### src/rtl/instruction_fetch_unit.sv
// Instruction fetch stage.
// Owns the program counter and keeps exactly one read outstanding to
// instruction memory at a time, so any memory read latency is tolerated.
// The fetched word is held for decode under a valid/ready handshake, and
// the rs1/rs2/rd fields are sliced out for the register bank.
// A branch/jump redirect from the main controller can arrive in any cycle
// and takes priority over every other event.
module instruction_fetch_unit #(
    parameter int unsigned          XLEN     = 32,
    parameter logic [XLEN-1:0]      RESET_PC = '0,
    parameter int unsigned          PC_STEP  = 4
) (
    input  logic            clk,
    input  logic            rst,

    // instruction memory read port
    output logic            imem_req,
    output logic [XLEN-1:0] imem_addr,
    input  logic            imem_rvalid,
    input  logic [XLEN-1:0] imem_rdata,

    // redirect from the main controller
    input  logic            redirect_valid,
    input  logic [XLEN-1:0] redirect_pc,

    // decode handshake
    input  logic            dec_ready,
    output logic            out_valid,
    output logic [XLEN-1:0] out_instr,
    output logic [XLEN-1:0] out_pc,
    output logic [4:0]      out_rs1,
    output logic [4:0]      out_rs2,
    output logic [4:0]      out_rd,

    output logic [31:0]     fetch_count
);

    // FETCH: issue the request. WAIT: request in flight. HOLD: word offered to decode.
    typedef enum logic [1:0] {
        S_FETCH = 2'd0,
        S_WAIT  = 2'd1,
        S_HOLD  = 2'd2
    } state_t;

    // Clears the two byte-offset bits so every address we produce is word aligned.
    localparam logic [XLEN-1:0] WORD_MASK = ~XLEN'(3);

    state_t          state_q;
    state_t          state_d;
    logic [XLEN-1:0] pc_q;
    logic            drop_q;       // response currently in flight belongs to a dead path
    logic [XLEN-1:0] instr_q;
    logic [XLEN-1:0] instr_pc_q;
    logic [31:0]     count_q;

    logic            accept;       // decode takes the held word this cycle
    logic            rsp_kept;     // a response arrives and is for the live path

    assign accept   = (state_q == S_HOLD) && dec_ready && !redirect_valid;
    assign rsp_kept = (state_q == S_WAIT) && imem_rvalid && !drop_q && !redirect_valid;

    // State register.
    always_ff @(posedge clk) begin
        // NOTE: sequential state uses non-blocking assignments so every register
        // samples the pre-edge values of the others, independent of block ordering.
        if (rst) begin
            state_q <= S_FETCH;
        end else begin
            state_q <= state_d;
        end
    end

    // Next-state logic; a redirect overrides the normal sequencing.
    always_comb begin
        // NOTE: default first so every path assigns state_d and no latch is inferred.
        state_d = state_q;
        unique case (state_q)
            S_FETCH: begin
                // The request leaves this cycle even when a redirect is seen.
                state_d = S_WAIT;
            end
            S_WAIT: begin
                if (imem_rvalid) begin
                    // A stale or redirected response just refetches from the current pc.
                    if (redirect_valid || drop_q) begin
                        state_d = S_FETCH;
                    end else begin
                        state_d = S_HOLD;
                    end
                end
            end
            S_HOLD: begin
                if (redirect_valid || dec_ready) begin
                    state_d = S_FETCH;
                end
            end
            default: begin
                state_d = S_FETCH;
            end
        endcase
    end

    // State-decoded outputs: the request pulse and the decode valid.
    always_comb begin
        imem_req  = (state_q == S_FETCH) && !rst;
        out_valid = (state_q == S_HOLD);
    end

    // Program counter: redirect wins, otherwise advance when decode accepts.
    always_ff @(posedge clk) begin
        if (rst) begin
            pc_q <= RESET_PC;
        end else if (redirect_valid) begin
            pc_q <= redirect_pc & WORD_MASK;
        end else if (accept) begin
            // Wraps naturally modulo 2^XLEN.
            pc_q <= pc_q + XLEN'(PC_STEP);
        end
    end

    // Drop flag: marks the outstanding read as belonging to an abandoned path.
    always_ff @(posedge clk) begin
        if (rst) begin
            drop_q <= 1'b0;
        end else begin
            unique case (state_q)
                S_FETCH: begin
                    // The request issued this cycle still carries the old pc.
                    if (redirect_valid) begin
                        drop_q <= 1'b1;
                    end
                end
                S_WAIT: begin
                    if (redirect_valid) begin
                        // A response arriving in the redirect cycle is discarded on the
                        // spot, so only an in-flight read needs the flag.
                        drop_q <= !imem_rvalid;
                    end else if (imem_rvalid) begin
                        drop_q <= 1'b0;
                    end
                end
                default: begin
                    drop_q <= drop_q;
                end
            endcase
        end
    end

    // Output holding register: captures a live response, otherwise stays put.
    always_ff @(posedge clk) begin
        // NOTE: only control and the small output register are reset; the held
        // word is cleared too because decode may observe out_instr after reset.
        if (rst) begin
            instr_q    <= '0;
            instr_pc_q <= '0;
        end else if (rsp_kept) begin
            instr_q    <= imem_rdata;
            instr_pc_q <= pc_q;
        end
    end

    // Accepted-instruction counter; a redirected HOLD word is never counted.
    always_ff @(posedge clk) begin
        if (rst) begin
            count_q <= '0;
        end else if (accept) begin
            count_q <= count_q + 32'd1;
        end
    end

    assign imem_addr   = pc_q & WORD_MASK;
    assign out_instr   = instr_q;
    assign out_pc      = instr_pc_q;
    assign out_rs1     = instr_q[19:15];
    assign out_rs2     = instr_q[24:20];
    assign out_rd      = instr_q[11:7];
    assign fetch_count = count_q;

endmodule
### config.mk
export PLATFORM = sky130hd
export DESIGN_NAME = instruction_fetch_unit
export DESIGN_NICKNAME = d
export VERILOG_FILES = /design/src/rtl/instruction_fetch_unit.sv
export SDC_FILE = /design/constraint.sdc
export NUM_CORES = 1
export LEC_CHECK = 0
export CAP_MARGIN = 10
export CORE_MARGIN = 2
export CORE_UTILIZATION = 45
export CTS_BUF_LIST = sky130_fd_sc_hd__clkbuf_16
export CTS_CLUSTER_DIAMETER = 100
export DETAILED_ROUTE_END_ITERATION = 8
export GPL_TIMING_DRIVEN = 0
export PLACE_DENSITY = 0.88
export REMOVE_ABC_BUFFERS = 1
export SYNTH_ARGS = -nofsm -noshare
export SYNTH_HDL_FRONTEND = slang
export SYNTH_SLANG_ARGS = --single-unit
### constraint.sdc
create_clock -name clk -period 2.1 [get_ports clk]
set_input_delay 0.21 -clock clk [delete_from_list [all_inputs] [get_ports clk]]
set_output_delay 0.21 -clock clk [all_outputs]
set_load 0.01 [all_outputs]
==> flow_metrics.py, run 1 <==
metrics = {
    "cts": {
        "path_clk_slew_ns": 0.06,
        "cts_tree": "built",
        "cts_root_buf": "clkbuf_16",
        "h-tree-depth": 4,
        "cts_buffers": 17,
        "cts_hold_buf": 0,
        "clock_path_buffers": 2,
        "cts.sinks": 127,
        "clock_latency_ns": 0.41,
    },
    "grt": {
        "grt.total_usage_pct": 23.8,
        "grt_start_max_net_pins": 83,
        "grt_pass1_vias": 5249,
        "antenna_found_initial": 0,
        "grt_pass1_wl_um": 26000,
        "overflow": 0,
    },
    "finish": {
        "area_delta_synth_final_pct": 48.0,
        "drive_gt1_share_pct": 6.58,
        "final_common_cell": "clkdlybuf4s50_1",
        "regArea_um2": 2550,
        "multi_input_area_um2": 2850,
        "fill_cells": 1022,
        "layout_common_cells": "clkdlybuf4s50_1 (205), nand2_1 (145), dfxtp_1 (125)",
        "nets": 954,
        "diodes": 0,
        "stdcell_area_um2": 8500,
    },
    "worst_hold_path": {
        "min_path_cells": 2,
        "hp-class": "input pin to flip-flop",
    },
    "yosys": {
        "synth_top_cell_area_share_pct": 44.3,
        "ys_seq_elements": 127,
        "synth_warnings": 0,
        "synth_area_leaders": "dfxtp_1 (44%), nand2_1 (9.5%), a21oi_1 (7.8%)",
        "synthFlopType": "dfxtp_1",
        "synth-edff-count": 0,
        "async_flop_share_pct": 0,
        "synth_area_leader_cell": "dfxtp_1",
        "syn_inst": 706,
        "postSynthAreaPerCell_um2": 8.13,
        "yosysSeqAreaShare_pct": 44.3,
        "synth_cell_types": 52,
        "netlist_area_um2": 5740,
    },
    "sta": {
        "setup_viol": 0,
        "tightest_slew_ns": 0.785,
        "hold_viol_final": 0,
        "finClkSkew_ns": 0.00965,
        "period_needed_ns": 1.95,
        "finalCritPeriodShare_pct": 93.0,
        "slew_viol_final": 0,
        "fmax_mhz": 512,
        "fin_ws_ns": 0.148,
        "rsz0062_at_grt": "yes",
        "maxSlewHeadroom_pct": 47.3,
    },
    "setup_path": {
        "end_kind": "flip-flop",
        "cp_max_fo": 11,
        "ff2ff_path_depth": 4,
        "critPathArrivalTime_ns": 2.27,
        "path_class": "flip-flop to flip-flop",
        "cp.required_ns": 2.42,
        "cp-start-kind": "flip-flop",
    },
    "pwr": {
        "power_leakage_nw": 2.88,
        "powerDensity_nw_per_um2": 709,
        "irDropWorstVdd_mv": 0.546,
    },
    "die": {
        "die_w_um": 117,
        "dieHeight_um": 117,
        "coreArea_um2": 12500,
        "ios": 214,
        "die_area_um2": 13700,
        "placementRows": 41,
        "initial_core_util_pct": 45.9,
    },
    "run": {
        "drv_cap": 0,
    },
    "drt": {
        "wl_per_cell_um": 15.8,
        "drtPass1Iterations": 7,
        "finalWirelength_um": 16800,
        "drc_errors": 0,
        "ant_nets": 0,
        "drt_first_iter_violations": 465,
        "vias": 5863,
        "viasPerCell": 5.49,
    },
    "placed_design": {
        "place_congestion": 0.755,
        "io_buffers": 207,
        "dp_hpwl_um": 10800,
        "place_area_um2": 7800,
        "pre_cts_ws_ns": -1.79,
    },
    "outcome": {
        "status": "finished, final reports clean",
    },
}
==> power by group <==
group	internal [W]	total [W]	switching (W)
sequential	0.00248	0.00257	0.0000896
combinational	0.000319	0.000564	0.000245
clock	0.00184	0.00289	0.00105
total	0.00464	0.00602	0.00138
==> layout make-up <==
type                       instances  area share [%]
timing repair buffer             219            26.2
sequential                       127            30.0
tap                              172            2.53
clock inverter                    15            1.81
clock buffer                      17            5.01
timing repair inverter             1          0.0884
multi-input combinational        499            33.5
inverter                          18           0.839
==> kinds of logic (layout without fill, tap and decap cells) <==
| family | count (synthesis) | count (layout) | share of synthesized area (%) |
|---|---|---|---|
| AOI/OAI and AO/OA | 163 | 163 | 17.7 |
| xor gates and xnor gates | 18 | 18 | 2.75 |
| adders and majority gates | 2 | 2 | 0.436 |
| buffers and inverters | 86 | 270 | 7.28 |
| DFF | 127 | 127 | 44.3 |
| muxes | 2 | 2 | 0.349 |
| other | 1 | 4 | 0.0653 |
| and+or+nand+nor | 307 | 310 | 27.1 |
==> per-stage QoR <==
stage	utilization (%)	setup TNS, ns	power, W	std cells	hold slack (ns)
after floorplan	-	-75.23	0.00279	641	0.279
after global placement	61.4	-419.66	0.00316	1020	0.440
after detailed placement	62.3	-129.37	0.00318	1026	0.445
after CTS	67.6	0	0.00608	1066	0.258
after global routing	67.9	-0.0200	0.00626	1068	0.310
final	67.9	0	0.00602	1068	0.287
==> worst max-delay path, cell delays in order, from the launching register on <==
cell and delay (ns):
dfxtp_1 0.48, nand4_2 0.19, or2_1 0.41, or4_1 0.54, a311oi_1 0.25
==> final timing paths <==
| check | slack, ns | to | start |
|---|---|---|---|
| worst max-delay path | 0.15 | pc_q[23] | pc_q[7] |
| worst max register to register | 0.15 | pc_q[23] | pc_q[7] |
| worst min register to register | 0.45 | out_pc[16] | out_pc[16] |
| worst min-delay path | 0.29 | out_instr[10] | rst |
==> metal layers <==
| metal | wire length, µm | global-route usage, % |
|---|---|---|
| met1 | 6970 | 30.3 |
| met2 | 8150 | 38.7 |
| met3 | 1430 | 7.52 |
| met4 | 268 | 7.53 |
| met5 | 0 | 0 |
==> state kept, by name, summed over array words and instances, names as in the netlist <==
| signal | cells |
|---|---|
| state_q | 2 |
| drop_q | 1 |
| pc_q | 30 |
| out_pc | 30 |
| fetch_count | 32 |
| out_instr | 32 |
==> synth_stat cells (9+ instances only) <==
cell type and number:
buf_4 22, clkbuf_1 40, or3_1 9, nor2_1 40, o31ai_1 21, xnor2_1 11, and3_1 10, dfxtp_1 127
nand3_1 13, a21oi_1 89, nand4_1 17, inv_1 18, nand2_1 145, a211oi_1 12, or4_1 20, and4_1 11
==> repair_timing <==
item | in CTS | in global routing
gates cloned | 3 | 1
gates resized for setup | 12 | 6
setup endpoints to repair | 122 | 18
pin swaps | 4 | 3
buffers inserted | 5 | 1
(Power assumes the default switching activity.)
==> run 2, diff against run 1 <==
==> constraint.sdc (replaced) <==
create_clock -name clk -period 2.1 [get_ports clk]
set_input_delay 0.42 -clock clk [delete_from_list [all_inputs] [get_ports clk]]
set_output_delay 0.42 -clock clk [all_outputs]
set_load 0.01 [all_outputs]
==> run 2 against run 1 <==
Net effect:
- combinational power grew 0.7%
- maximum frequency is 4.5% lower
- die area stayed put
- global-route usage unchanged
- via count rose by 0.97%
- clock skew down 0.00090 ns
- clock power about the same
- largest power group unchanged
==> flow_metrics.py, run 2 (synthesis gave the netlist of run 1 again) <==
metrics = {
    "outcome": {
        "status": "finished, final reports clean",
    },
    "grt": {
        "grt.total_usage_pct": 23.8,
        "grt_pass1_vias": 5249,
        "grt_pass1_wl_um": 26000,
        "overflow": 0,
        "grt_start_max_net_pins": 83,
        "antenna_found_initial": 0,
    },
    "finish": {
        "stdcell_area_um2": 8560,
        "fill_cells": 1014,
        "final_common_cell": "clkdlybuf4s50_1",
        "diodes": 0,
        "layout_common_cells": "clkdlybuf4s50_1 (203), nand2_1 (145), dfxtp_1 (124)",
        "nets": 960,
        "final_util_pct": 68.4,
        "area_delta_synth_final_pct": 49.1,
        "drive_gt1_share_pct": 7.32,
    },
    "worst_hold_path": {
        "hp-class": "flip-flop to flip-flop",
        "min_path_cells": 2,
    },
    "cts": {
        "path_clk_slew_ns": 0.06,
        "cts_root_buf": "clkbuf_16",
        "cts_buffers": 17,
        "cts_tree": "built",
        "clock_path_buffers": 2,
        "clock_latency_ns": 0.41,
        "cts.sinks": 127,
        "h-tree-depth": 4,
        "cts_hold_buf": 0,
    },
    "placed_design": {
        "io_buffers": 207,
        "place_congestion": 0.755,
        "dp_hpwl_um": 10800,
        "place_area_um2": 7800,
    },
    "setup_path": {
        "max_stage_delay_ns": 0.52,
        "path_class": "input pin to flip-flop",
        "end_kind": "flip-flop",
        "cp-startpoint": "redirect_valid",
        "crit_chain": "buf_2, and4bb_4, buf_4, nand4_2, or3_1, a21oi_1",
        "timing.rr.end": "pc_q[18]",
        "r2r_slack_ns": 0.14,
        "cp.required_ns": 2.44,
        "worst_path_max_delay_cell": "and4bb_4",
        "rr_startpoint": "pc_q[3]",
        "cp-start-kind": "input pin",
        "endpoint": "fetch_count[9]",
        "cp_max_fo": 39,
        "ff2ff_path_depth": 6,
        "critPathArrivalTime_ns": 2.38,
    },
    "drt": {
        "finalWirelength_um": 17100,
        "drt_first_iter_violations": 556,
        "vias": 5920,
        "viasPerCell": 5.51,
        "ant_nets": 0,
        "wl_per_cell_um": 15.9,
        "drc_errors": 0,
        "drtPass1Iterations": 5,
    },
    "die": {
        "placementRows": 41,
        "ios": 214,
        "initial_core_util_pct": 45.9,
        "die_w_um": 117,
        "coreArea_um2": 12500,
        "dieHeight_um": 117,
        "die_area_um2": 13700,
    },
    "sta": {
        "maxSlewHeadroom_pct": 46.7,
        "hold_viol_final": 0,
        "slew_viol_final": 0,
        "setup_viol": 0,
        "fmax_mhz": 489,
        "period_needed_ns": 2.04,
        "tightest_slew_ns": 0.793,
        "finClkSkew_ns": 0.00874,
        "finalCritPeriodShare_pct": 97.3,
    },
    "pwr": {
        "powerDensity_nw_per_um2": 704,
        "irDropWorstVdd_mv": 0.547,
        "power_leakage_nw": 2.94,
    },
    "run": {
        "drv_cap": 0,
    },
}
run 2: cell types whose count changed in the layout (fill, tap and decap cells not counted), sizes merged:
cell           change
clkdlybuf4s50      -2
clkinvlp           +1
dlymetal6s2s       +2
buf                +5
run 2: repair_timing:
| item | 4_1_cts | 5_1_grt |
|---|---|---|
| gates cloned | 3 | 2 |
| setup buffers | 5 | 6 |
| pin swaps | 3 | 6 |
| setup endpoints to repair | 124 | 29 |
| gates resized for setup | 12 | 10 |
run 2: final cells by class:
| cell class | count | area (µm²) | area share, % |
|---|---|---|---|
| repair inverters | 2 | 12.5 | 0.146 |
| multi-input cells | 499 | 2850 | 33.3 |
| inverters | 18 | 71.3 | 0.833 |
| flip-flops and latches | 127 | 2550 | 29.8 |
| clock buffers | 17 | 425 | 4.97 |
| clock inverters | 15 | 154 | 1.80 |
| repair buffers | 224 | 2280 | 26.6 |
| well taps | 172 | 215 | 2.51 |
run 2: report_power, final:
group	switching [W]	internal, W
clock	0.00105	0.00184
combinational	0.000248	0.000320
sequential	0.0000903	0.00248
run 2: worst max-delay path: cells and delay by family:
kind                   cells  cell delay (ns)
buffers and inverters      2             0.49
AO/OA/AOI/OAI              1             0.17
AND/OR/NAND/NOR            3             1.27
run 2: layer usage:
layer / share of wire [%] / track usage [%]
met3: 8.5 / 7.52
met1: 41 / 30.3
met4: 1.7 / 7.53
met5: 0 / 0
met2: 49 / 38.7
run 2: how the worst min path moves through the flow:
stage                              from             to
after floorplan            out_instr[0]   out_instr[0]
after global placement        out_pc[7]      out_pc[7]
after detailed placement     out_pc[16]     out_pc[16]
after CTS                    out_pc[16]     out_pc[16]
after global routing         out_pc[12]     out_pc[12]
final                     out_instr[27]  out_instr[27]
run 2: through the flow:
stage               std cells  setup slack, ns  total power, W  TNS, ns  hold slack, ns
floorplan                 641            -1.20         0.00279   -75.23           0.474
global placement         1020            -4.63         0.00316  -446.75           0.440
detailed placement       1026            -2.00         0.00318  -155.83           0.445
CTS                      1066           0.0129         0.00608        0           0.453
global route             1074          -0.0275         0.00626  -0.0275           0.470
finish                   1074           0.0559         0.00603        0           0.452
==> RTL edit, RTL diff (config.mk and constraints of run 2) <==
Re-encode `state_t` (3 states) as one-hot, 3 bits wide.
--- a/src/rtl/instruction_fetch_unit.sv
+++ b/src/rtl/instruction_fetch_unit.sv
@@ -38,6 +38,6 @@
     // FETCH: issue the request. WAIT: request in flight. HOLD: word offered to decode.
-    typedef enum logic [1:0] {
-        S_FETCH = 2'd0,
-        S_WAIT  = 2'd1,
-        S_HOLD  = 2'd2
+    typedef enum logic [2:0] {
+        S_FETCH = 3'b001,
+        S_WAIT  = 3'b010,
+        S_HOLD  = 3'b100
     } state_t;
Check against the original RTL: no difference found for any inputs over 10 cycles, from zero or initial values and one cycle with rst high; not proved beyond that.
==> RTL edit against run 2 <==
- sequential share of layout area fell by 0.54 points
- final cell count rose by 2.5%
- critical path type is now flop to flop
- utilization rose by 1.2 points
- synthesized area rose by 2.4%
- maximum frequency fell by 0.80%
- worst setup slack got worse by 0.016 ns
- die area rose by 2.3%
- largest power group unchanged
- power rose by 1.1%
- sequential cell count rose by 1
- largest cell class unchanged
- wire length rose by 9.0%
- design area rose by 3.0%
==> RTL edit: results (changes against run 2) <==
* Status: complete, no violations (unchanged)
* Synth cell types at 51 (was 52)
* Root buffer cell: clkbuf_16 (unchanged)
* WL met3 at 1163 um (was 1453 um)
* Gpl congestion at 0.7623 (was 0.7545)
* Max Root-Sink Buffers at 2 (unchanged)
* CP max stage cell: or4_2 (was and4bb_4)
* WHS at 0.3897 ns (was 0.4517 ns)
* Drt pass-1 iters at 6 (was 5)
* Critical path peak fanout at 5 (was 39)
* Worst Hold Class: input port to flop (was flop to flop)
* Warnings from Yosys at 0 (unchanged)
* ANT cells at 0 (unchanged)
* Initial antenna violation count at 0 (unchanged)
* Vias in the first global route at 5779 (was 5249)
* First-pass GRT wire length at 29250 um (was 25960 um)
* Wire length on met2 at 9103 um (was 8310 um)
* Routed len/inst at 16.93 um (was 15.92 um)
* Worst Hold Depth at 2 (unchanged)
* Lkg Pwr at 2.881 nW (was 2.936 nW)
* Largest stage delay, worst path at 0.77 ns (was 0.52 ns)
* Seq/Total Area, Yosys at 43.59% (was 44.29%)
* CP startpoint: fetch_count[1]$_SDFFE_PP0P_ (was redirect_valid)
* Worst path top cell family by delay: simple AND/OR/NAND/NOR gates (unchanged)
* Wl on met1 at 7976 um (was 7034 um)
* Routing usage on met1 at 31.55% (was 30.29%)
* Hold path startpoint: rst (was out_instr[27]$_SDFFE_PP0P_)
* Hold Crit Endpoint: fetch_count[8]$_SDFFE_PP0P_ (was out_instr[27]$_SDFFE_PP0P_)
* Fraction of registers with async set/reset at 0% (unchanged)
* R2r setup slk at 0.04 ns (was 0.14 ns)
* Met2 Use GR at 43.75% (was 38.69%)
* Clk_skew at 0.005634 ns (was 0.008743 ns)
* End of the worst register-to-register path: fetch_count[28]$_SDFFE_PP0P_ (was pc_q[18]$_SDFFE_PP0P_)
* GRT Util Overall at 25.83% (was 23.81%)
* Pin count of the biggest net entering global routing at 52 (was 83)
* Top post-synthesis cells by area: dfxtp_1 (44%), nand2_1 (9.6%), a21oi_1 (7.2%) (was dfxtp_1 (44%), nand2_1 (9.5%), a21oi_1 (7.8%))
* # fillers at 1009 (was 1014)
* Post-route DRC at 0 (unchanged)
* Met3 Track Usage GR at 6.178% (was 7.518%)
* Top post-synthesis cells by count: nand2_1 (151), dfxtp_1 (128), a21oi_1 (85), clkbuf_1 (52), nor2_1 (37) (was nand2_1 (145), dfxtp_1 (127), a21oi_1 (89), clkbuf_1 (40), nor2_1 (40))
* Max-Slew Margin vs Limit at 54.82% (was 46.74%)
* CTS buffer count at 17 (unchanged)
* H-tree depth at 4 (unchanged)
* Layout cells sized above 1 at 10.55% (was 7.317%)
* Initial DRC Count at 357 (was 556)
* CP endpoint: fetch_count[28]$_SDFFE_PP0P_ (was fetch_count[9]$_SDFFE_PP0P_)
* Most common flop cell mapped by yosys: dfxtp_1 (unchanged)
* Nets at 987 (was 960)
* Port-buffer cells at 207 (unchanged)
* Via count at 6242 (was 5920)
* Detailed Place HPWL at 12240 um (was 10810 um)
* Worst VDD drop at 0.4235 mV (was 0.5469 mV)
## RTL edit: cell types whose count changed in the layout (fill, tap and decap cells not counted), moves of 6 or more
cell,before,now
buf_4,10,24
o311ai_0,0,8
dfxtp_2,2,9
and3_1,10,4
dfxtp_1,124,118
inv_1,19,13
## RTL edit: final cells by class
cell class                 count  area (um2)  area share [%]
inverter                      13       48.80          0.5533
tap                          172       215.2           2.440
clock inverter                15       168.9           1.915
clock buffer                  17       425.4           4.824
multi-input combinational    520        3015           34.19
timing repair buffer         236        2367           26.84
sequential                   128        2577           29.23
## RTL edit: where the power goes
part,internal [mW],switching [mW],total [mW],leakage [nW]
clock,1.85,1.12,2.97,0.280
combinational,0.304,0.228,0.532,1.56
sequential,2.49,0.0961,2.59,1.04
total,4.65,1.44,6.09,2.88
## RTL edit: kinds of logic after synthesis
| family | after synthesis | share of synthesized area [%] |
|---|---|---|
| and+or+nand+nor | 325 | 27.71 |
| AOI/OAI and AO/OA | 167 | 17.92 |
| DFF | 128 | 43.59 |
| buffers and inverters | 89 | 7.088 |
| xor gates and xnor gates | 15 | 2.235 |
| muxes | 5 | 0.9578 |
| adders and majority gates | 2 | 0.4256 |
| other | 1 | 0.06380 |
## RTL edit: stage by stage
step / setup TNS (ns) / instance area [um2] / setup slack (ns) / instances
detailed placement: -133.46 / 7945 / -1.322 / 1048
global placement: -667.73 / 7809 / -8.035 / 1038
finish: 0 / 8818 / 0.03944 / 1101
global route: -0.02096 / 8818 / -0.009381 / 1101
floorplan: -198.49 / 5522 / -3.145 / 659
CTS: 0 / 8713 / 0.002498 / 1092
## RTL edit: repair_timing
action | CTS | global route
hold buffers | 0 | 0
resized for setup | 22 | 18
buffers inserted | 10 | 8
gates cloned | 2 | 1
endpoints found under the setup margin | 124 | 37
pin swaps | 4 | 5
